**src/rtl/lelo_meas_pkg.sv**
```systemverilog
// rtl/lelo_meas_pkg.sv - shared state type and channel-search helpers for temp_osc_scan
package lelo_meas_pkg;

   localparam int MAX_CH = 16;

   typedef enum logic [1:0] {
      ST_IDLE,
      ST_SETTLE,
      ST_COUNT,
      ST_STORE
   } meas_state_t;

   typedef struct packed {
      logic       wrap;
      logic [3:0] idx;
   } next_ch_t;

   function automatic int ch_width(input int n);
      return (n > 1) ? $clog2(n) : 1;
   endfunction

   // Lowest set bit above cur (or from bit 0 when from_zero). When none exists,
   // wrap is set and idx names the lowest set bit of the whole mask instead.
   function automatic next_ch_t next_masked(input logic [MAX_CH-1:0] mask,
                                            input logic [3:0]        cur,
                                            input logic              from_zero);
      next_ch_t   r;
      logic [3:0] lo;
      logic [3:0] hi;
      logic       lo_found;
      logic       hi_found;
      lo       = '0;
      hi       = '0;
      lo_found = 1'b0;
      hi_found = 1'b0;
      for (int i = 0; i < MAX_CH; i++) begin
         if (mask[i] && !lo_found) begin
            lo       = 4'(i);
            lo_found = 1'b1;
         end
         if (mask[i] && !hi_found && (from_zero || (4'(i) > cur))) begin
            hi       = 4'(i);
            hi_found = 1'b1;
         end
      end
      r.wrap = !hi_found;
      r.idx  = hi_found ? hi : lo;
      return r;
   endfunction

endpackage

```
**src/rtl/osc_edge_sync.sv**
```systemverilog
// rtl/osc_edge_sync.sv - one oscillator input: synchronizer, history flop, rising-edge pulse
module osc_edge_sync #(
   parameter int SYNC_STAGES = 2
) (
   input  logic lf_clk,
   input  logic rst_n,
   input  logic i_osc,
   input  logic i_load,
   input  logic i_en,
   output logic o_edge
);

   logic [SYNC_STAGES-1:0] r_sync;
   logic                   r_hist;
   logic                   w_sync;

   assign w_sync = r_sync[SYNC_STAGES-1];

   always_ff @(posedge lf_clk or negedge rst_n) begin
      if (!rst_n) begin
         r_sync <= '0;
         r_hist <= 1'b0;
      end else begin
         r_sync[0] <= i_osc;
         for (int i = 1; i < SYNC_STAGES; i++) begin
            r_sync[i] <= r_sync[i-1];
         end
         // History only moves while the channel is selected, so a stale level
         // from a previous sweep can never look like a fresh edge.
         if (i_load || i_en) begin
            r_hist <= w_sync;
         end
      end
   end

   assign o_edge = i_en && w_sync && !r_hist;

endmodule

```
**src/rtl/temp_osc_scan.sv**
```systemverilog
// rtl/temp_osc_scan.sv - sequences NCH temperature oscillators and counts edges per window
module temp_osc_scan
   import lelo_meas_pkg::*;
#(
   parameter int NCH         = 4,
   parameter int CNT_W       = 10,
   parameter int WIN_W       = 16,
   parameter int SETTLE      = 8,
   parameter int SYNC_STAGES = 2,
   parameter int CH_W        = ch_width(NCH)
) (
   input  logic             lf_clk,
   input  logic             rst_n,
   input  logic             start,
   input  logic             cont,
   input  logic [NCH-1:0]   ch_mask,
   input  logic [WIN_W-1:0] win_cycles,
   input  logic [NCH-1:0]   osc_in,
   output logic [NCH-1:0]   ana_en,
   output logic             busy,
   output logic             done,
   output logic [CH_W-1:0]  ch_idx,
   output logic [CNT_W-1:0] cycles,
   output logic             sat,
   output logic             sweep_done
);

   localparam int               ST_W    = (SETTLE > 1) ? $clog2(SETTLE) : 1;
   localparam logic [CNT_W-1:0] CNT_MAX = '1;

   meas_state_t      r_state, w_state_nxt;
   logic [NCH-1:0]   r_mask, w_mask_nxt;
   logic [WIN_W-1:0] r_win, w_win_nxt;
   logic [CH_W-1:0]  r_ch, w_ch_nxt;
   logic [ST_W-1:0]  r_settle, w_settle_nxt;
   logic [WIN_W-1:0] r_wcnt, w_wcnt_nxt;
   logic [CNT_W-1:0] r_cnt, w_cnt_nxt;
   logic [NCH-1:0]   r_ana_en, w_ana_en_nxt;
   logic             r_done, w_done_nxt;
   logic             r_sweep_done, w_sweep_done_nxt;
   logic [CH_W-1:0]  r_ch_idx, w_ch_idx_nxt;
   logic [CNT_W-1:0] r_cycles, w_cycles_nxt;
   logic             r_sat, w_sat_nxt;

   logic [MAX_CH-1:0] w_live16;
   logic [MAX_CH-1:0] w_reg16;
   logic [3:0]        w_cur4;
   next_ch_t          w_first;
   next_ch_t          w_next;
   logic [CH_W-1:0]   w_first_ch;
   logic [CH_W-1:0]   w_next_ch;
   logic [NCH-1:0]    w_edges;
   logic [NCH-1:0]    w_load;
   logic [NCH-1:0]    w_en;
   logic              w_edge;

   always_comb begin
      w_live16             = '0;
      w_live16[NCH-1:0]    = ch_mask;
      w_reg16              = '0;
      w_reg16[NCH-1:0]     = r_mask;
      w_cur4               = '0;
      w_cur4[CH_W-1:0]     = r_ch;
   end

   assign w_first    = next_masked(w_live16, 4'd0, 1'b1);
   assign w_next     = next_masked(w_reg16, w_cur4, 1'b0);
   assign w_first_ch = CH_W'(w_first.idx);
   assign w_next_ch  = CH_W'(w_next.idx);

   // ana_en is the one-hot of r_ch whenever busy, so it doubles as the channel select.
   assign w_load = (r_state == ST_SETTLE) ? r_ana_en : '0;
   assign w_en   = (r_state == ST_COUNT)  ? r_ana_en : '0;

   for (genvar g = 0; g < NCH; g++) begin : g_ch
      osc_edge_sync #(
         .SYNC_STAGES(SYNC_STAGES)
      ) u_sync (
         .lf_clk (lf_clk),
         .rst_n  (rst_n),
         .i_osc  (osc_in[g]),
         .i_load (w_load[g]),
         .i_en   (w_en[g]),
         .o_edge (w_edges[g])
      );
   end

   assign w_edge = w_edges[r_ch];

   always_comb begin
      w_state_nxt      = r_state;
      w_mask_nxt       = r_mask;
      w_win_nxt        = r_win;
      w_ch_nxt         = r_ch;
      w_settle_nxt     = r_settle;
      w_wcnt_nxt       = r_wcnt;
      w_cnt_nxt        = r_cnt;
      w_ana_en_nxt     = r_ana_en;
      w_done_nxt       = 1'b0;
      w_sweep_done_nxt = 1'b0;
      w_ch_idx_nxt     = r_ch_idx;
      w_cycles_nxt     = r_cycles;
      w_sat_nxt        = r_sat;
      unique case (r_state)
         ST_IDLE: begin
            if (start && !w_first.wrap) begin
               w_state_nxt  = ST_SETTLE;
               w_mask_nxt   = ch_mask;
               w_win_nxt    = (win_cycles == '0) ? WIN_W'(1) : win_cycles;
               w_ch_nxt     = w_first_ch;
               w_ch_idx_nxt = w_first_ch;
               w_ana_en_nxt = NCH'(1) << w_first_ch;
               w_settle_nxt = '0;
               w_cnt_nxt    = '0;
            end
         end
         ST_SETTLE: begin
            w_cnt_nxt = '0;
            if (r_settle == ST_W'(SETTLE - 1)) begin
               w_state_nxt = ST_COUNT;
               w_wcnt_nxt  = '0;
            end else begin
               w_settle_nxt = r_settle + ST_W'(1);
            end
         end
         ST_COUNT: begin
            if (w_edge && (r_cnt != CNT_MAX)) begin
               w_cnt_nxt = r_cnt + CNT_W'(1);
            end
            if (r_wcnt == r_win - WIN_W'(1)) begin
               w_state_nxt = ST_STORE;
            end else begin
               w_wcnt_nxt = r_wcnt + WIN_W'(1);
            end
         end
         ST_STORE: begin
            w_done_nxt   = 1'b1;
            w_cycles_nxt = r_cnt;
            w_sat_nxt    = (r_cnt == CNT_MAX);
            w_ch_idx_nxt = r_ch;
            w_settle_nxt = '0;
            if (!w_next.wrap) begin
               w_state_nxt  = ST_SETTLE;
               w_ch_nxt     = w_next_ch;
               w_ana_en_nxt = NCH'(1) << w_next_ch;
            end else begin
               w_sweep_done_nxt = 1'b1;
               // A continuous restart is a new sweep, so mask and window are re-captured.
               if (cont && start && !w_first.wrap) begin
                  w_state_nxt  = ST_SETTLE;
                  w_mask_nxt   = ch_mask;
                  w_win_nxt    = (win_cycles == '0) ? WIN_W'(1) : win_cycles;
                  w_ch_nxt     = w_first_ch;
                  w_ana_en_nxt = NCH'(1) << w_first_ch;
               end else begin
                  w_state_nxt  = ST_IDLE;
                  w_ana_en_nxt = '0;
               end
            end
         end
         default: begin
            w_state_nxt  = ST_IDLE;
            w_ana_en_nxt = '0;
         end
      endcase
   end

   always_ff @(posedge lf_clk or negedge rst_n) begin
      if (!rst_n) begin
         r_state      <= ST_IDLE;
         r_mask       <= '0;
         r_win        <= '0;
         r_ch         <= '0;
         r_settle     <= '0;
         r_wcnt       <= '0;
         r_cnt        <= '0;
         r_ana_en     <= '0;
         r_done       <= 1'b0;
         r_sweep_done <= 1'b0;
         r_ch_idx     <= '0;
         r_cycles     <= '0;
         r_sat        <= 1'b0;
      end else begin
         r_state      <= w_state_nxt;
         r_mask       <= w_mask_nxt;
         r_win        <= w_win_nxt;
         r_ch         <= w_ch_nxt;
         r_settle     <= w_settle_nxt;
         r_wcnt       <= w_wcnt_nxt;
         r_cnt        <= w_cnt_nxt;
         r_ana_en     <= w_ana_en_nxt;
         r_done       <= w_done_nxt;
         r_sweep_done <= w_sweep_done_nxt;
         r_ch_idx     <= w_ch_idx_nxt;
         r_cycles     <= w_cycles_nxt;
         r_sat        <= w_sat_nxt;
      end
   end

   assign ana_en     = r_ana_en;
   assign busy       = (r_state != ST_IDLE);
   assign done       = r_done;
   assign sweep_done = r_sweep_done;
   assign ch_idx     = r_ch_idx;
   assign cycles     = r_cycles;
   assign sat        = r_sat;

   a_settle_min: assert property (@(posedge lf_clk) SETTLE >= SYNC_STAGES + 1);
   a_ana_onehot: assert property (@(posedge lf_clk) disable iff (!rst_n) $onehot0(r_ana_en));
   a_done_store: assert property (@(posedge lf_clk) disable iff (!rst_n)
                                  r_done |-> ($past(r_state) == ST_STORE && r_state != ST_STORE));

endmodule

```
**config.mk**
```make
export PLATFORM = sky130hd
export DESIGN_NAME = temp_osc_scan
export DESIGN_NICKNAME = d
export VERILOG_FILES = /design/src/rtl/lelo_meas_pkg.sv /design/src/rtl/osc_edge_sync.sv /design/src/rtl/temp_osc_scan.sv
export SDC_FILE = /design/constraint.sdc
export NUM_CORES = 1
export LEC_CHECK = 0
export BUFFER_PORTS_ARGS = -buffer_cell sky130_fd_sc_hd__clkbuf_2
export CELL_PAD_IN_SITES_DETAIL_PLACEMENT = 2
export CELL_PAD_IN_SITES_GLOBAL_PLACEMENT = 2
export CORE_MARGIN = 2
export CORE_UTILIZATION = 38
export DETAILED_ROUTE_END_ITERATION = 16
export PLACE_DENSITY_LB_ADDON = 0.08
export SLEW_MARGIN = 15
export SYNTH_ARGS = -nofsm -noshare
export SYNTH_HDL_FRONTEND = slang
export SYNTH_SLANG_ARGS = --single-unit
```
**constraint.sdc**
```tcl
create_clock -name lf_clk -period 4 [get_ports lf_clk]
set_input_delay 0.4 -clock lf_clk [delete_from_list [all_inputs] [get_ports lf_clk]]
set_output_delay 0.4 -clock lf_clk [all_outputs]
set_load 0.02 [all_outputs]
```
==> flow_summary.json <==
{
  "grt_pass1_vias": 4052,
  "yosysTopAreaCellShare_pct": 45.9,
  "h-tree-depth": 3,
  "place_hpwl_mm": 8.97,
  "clock-sinks": 84,
  "worst-setup-path-type": "reg -> reg",
  "hold_violations": 0,
  "ctsHoldBuffers": 0,
  "yosysWarnings": 0,
  "yosys.area.top_type": "dfrtp_1",
  "yosysSeqAreaShare_pct": 45.9,
  "multiInputGateArea_um2": 2320,
  "dp_cells": 630,
  "critPathBufInv": 2,
  "slowest_stage": "or3b_2",
  "rsz0062_at_grt": "false",
  "fin_skew_ps": 6.42,
  "seq_area_um2": 2100,
  "post_cts_buffers": 0,
  "die_w_um": 114,
  "finalSetupViolations": 0,
  "antenna_found_initial": 0,
  "required_ps": 4270,
  "first_pass_iters": 4,
  "synth_top_flop_cell": "dfrtp_1",
  "grtUsageTotal_pct": 20.4,
  "layout_min_cycle_time_ps": 3180,
  "post_cts_resized": 0,
  "hold_class": "in -> async",
  "syn-num-nets": 484,
  "synth_cell_types": 65,
  "row_count": 40,
  "cp-start-kind": "flop",
  "grt_overflow": 0,
  "cts_tree": "built",
  "path_cells": "inv_1, ha_1, or3b_2, o31ai_1, a211oi_1, or3_2, nand2_1, nor3_2, buf_4, or4_1, a21oi_1",
  "drive_gt1_share_pct": 23.1,
  "fin_setup_tns_ps": 0,
  "clk_pin_slew_ps": 60,
  "cap_violations": 0,
  "run_status": "complete, no violations",
  "worst-path-max-fanout": 19,
  "power_leakage_nw": 2.29,
  "slew_violations": 0,
  "synth_area_um2": 4580,
  "cp.arrival_ps": 3450,
  "initial_utilization_pct": 38.6,
  "fill_cells": 1260,
  "fin_area_um2": 5260,
  "synth-seq-cells": 84,
  "total_power_w": 0.00370,
  "port_buffers": 47,
  "finalNetCount": 531,
  "fin_crit_sh_pct": 79.5,
  "die_h_um": 114,
  "whs_ps": 125,
  "syn-mean-instance-area_um2": 10.2,
  "antenna_left": 0,
  "cts_buffer_depth": 2,
  "place_congestion": 0.789,
  "crit_family": "simple AND/OR/NAND/NOR gates",
  "clock.fmax_mhz": 315,
  "detail_route.wl_per_cell_um": 19.0,
  "slowest_delay_ps": 520,
  "ios": 48,
  "via_count": 3656,
  "grt_pass1_wl_mm": 20.5,
  "antenna_cells": 0,
  "synthCells": 447,
  "core_area_um2": 11900,
  "ir_drop_uv": 303,
  "tightest_slew_ps": 788,
  "async_flop_share_pct": 100,
  "place_area_um2": 4940,
  "drt_wl_total_mm": 12.3,
  "clockRootBuffer": "clkbuf_16",
  "clk_latency_ps": 350,
  "first_iter_violations": 116,
  "die-area_um2": 12900,
  "cts-buffers-inserted": 9,
  "synth_area_leaders": "dfrtp_1 46%, mux2_2 8.4%, nand2_1 3.1%",
  "relSlewSlack_pct": 47.4,
  "final_cells": 645,
  "synthToLayoutAreaGrowth_pct": 14.9,
  "drcViolationCount": 0,
  "grt_max_degree": 85,
  "post_drt_via_cell_ratio": 5.67,
  "synth_edf_count": 0,
  "power_density_nw_per_um2": 703,
  "worstSetupEndpointType": "flop"
}
## stage by stage
step,util [%],setup WS (ps)
2_1_floorplan,-,1230
3_3_place_gp,41.7,959
3_5_place_dp,41.7,830
4_1_cts,44.3,809
5_1_grt,44.4,601
6_report,44.4,821
## sequential cells by signal, indices dropped and copies added (netlist names)
name,count
sweep_done,1
r_wcnt,16
r_ch,2
r_settle,3
r_cnt,10
g_ch.u_sync.r_sync,8
ch_idx,2
cycles,10
done,1
r_state,2
ana_en,4
g_ch.u_sync.r_hist,4
sat,1
r_mask,4
r_win,16
## placed cells by master (no fill, tap or decap), types with 3 or more instances in the layout
| master | netlist | final |
|---|---|---|
| dfrtp_1 | 84 | 84 |
| clkbuf_2 | 0 | 46 |
| nand2_1 | 38 | 38 |
| mux2_2 | 34 | 34 |
| o21ai_0 | 24 | 24 |
| a21oi_1 | 17 | 17 |
| nor2_1 | 17 | 17 |
| inv_1 | 15 | 15 |
| nand3_1 | 15 | 15 |
| or3_1 | 15 | 15 |
| xnor2_1 | 15 | 15 |
| nor3_1 | 13 | 13 |
| nor2b_1 | 10 | 10 |
| nor4_1 | 10 | 10 |
| ha_1 | 9 | 9 |
| clkbuf_16 | 0 | 9 |
| o21ai_1 | 8 | 8 |
| nand4_1 | 7 | 7 |
| o31ai_1 | 7 | 7 |
| a22o_1 | 7 | 7 |
| xor2_1 | 7 | 7 |
| nand2b_1 | 6 | 6 |
| mux2i_1 | 5 | 5 |
| buf_4 | 0 | 5 |
| a21boi_0 | 4 | 4 |
| a211oi_1 | 4 | 4 |
| a21o_1 | 4 | 4 |
| and3_1 | 4 | 4 |
| and2_1 | 3 | 3 |
| nor4b_1 | 3 | 3 |
| o211ai_1 | 3 | 3 |
| or4_1 | 3 | 3 |
## where the power goes
group	leakage, nW	internal [W]	switching, W
clock	0.156	0.000561	0.000340
combinational	1.05	0.000632	0.000789
sequential	1.08	0.00108	0.000301
total	2.29	0.00227	0.00143
## cells in the mapped netlist (3+ instances only)
| master | count |
|---|---|
| nor4_1 | 10 |
| or3_1 | 15 |
| nor4b_1 | 3 |
| nor3_1 | 13 |
| xnor2_1 | 15 |
| nand3_1 | 15 |
| buf_1 | 3 |
| nor2b_1 | 10 |
| mux2_2 | 34 |
| o21ai_0 | 24 |
| a21oi_1 | 17 |
| o31ai_1 | 7 |
| a22o_1 | 7 |
| a21o_1 | 4 |
| ha_1 | 9 |
| or4_1 | 3 |
| inv_1 | 15 |
| clkbuf_1 | 8 |
| dfrtp_1 | 84 |
| xor2_1 | 7 |
| nand2b_1 | 6 |
| o211ai_1 | 3 |
| mux2i_1 | 5 |
| nor2_1 | 17 |
| nand4_1 | 7 |
| nand2_1 | 38 |
| a21boi_0 | 4 |
| a211oi_1 | 4 |
| and3_1 | 4 |
| o21ai_1 | 8 |
| and2_1 | 3 |
## cell type report
| cell class | instances | share of cell area [%] |
|---|---|---|
| multi-input combinational | 332 | 44.2 |
| sequential | 84 | 39.9 |
| timing repair buffer | 52 | 5.30 |
| clock buffer | 11 | 4.61 |
| tap | 147 | 3.49 |
| clock inverter | 4 | 1.40 |
| inverter | 15 | 1.07 |
## layer usage
layer	up-vias	global-route usage, %	wire length, um
li1	1729	-	-
met1	1880	24.1	5230
met2	36	37.6	6600
met3	11	3.88	260
met4	0	6.42	195
met5	-	0	0
## logic make-up after synthesis
logic type,share of synthesized area (%)
mux,9.45
buf+inv,3.33
fa+ha+maj,2.46
simple gates,20.2
flops,45.9
compound gates,13.9
xor+xnor,4.70
## worst paths after layout
path / startpoint / end / slack (ps) / depth (start not counted)
min reg2reg: g_ch[3].u_sync.r_sync[0] / g_ch[3].u_sync.r_sync[1] / 350 / 0
max: r_win[0] / r_wcnt[5] / 820 / 11
min: rst_n / r_wcnt[9] / 120 / 1
min in group lf_clk: osc_in[3] / g_ch[3].u_sync.r_sync[0] / 160 / 1
max in group asynchronous: rst_n / g_ch[0].u_sync.r_sync[0] / 3360 / 1
max reg2reg: r_win[0] / r_wcnt[5] / 820 / 11
(Power assumes the default switching activity.)
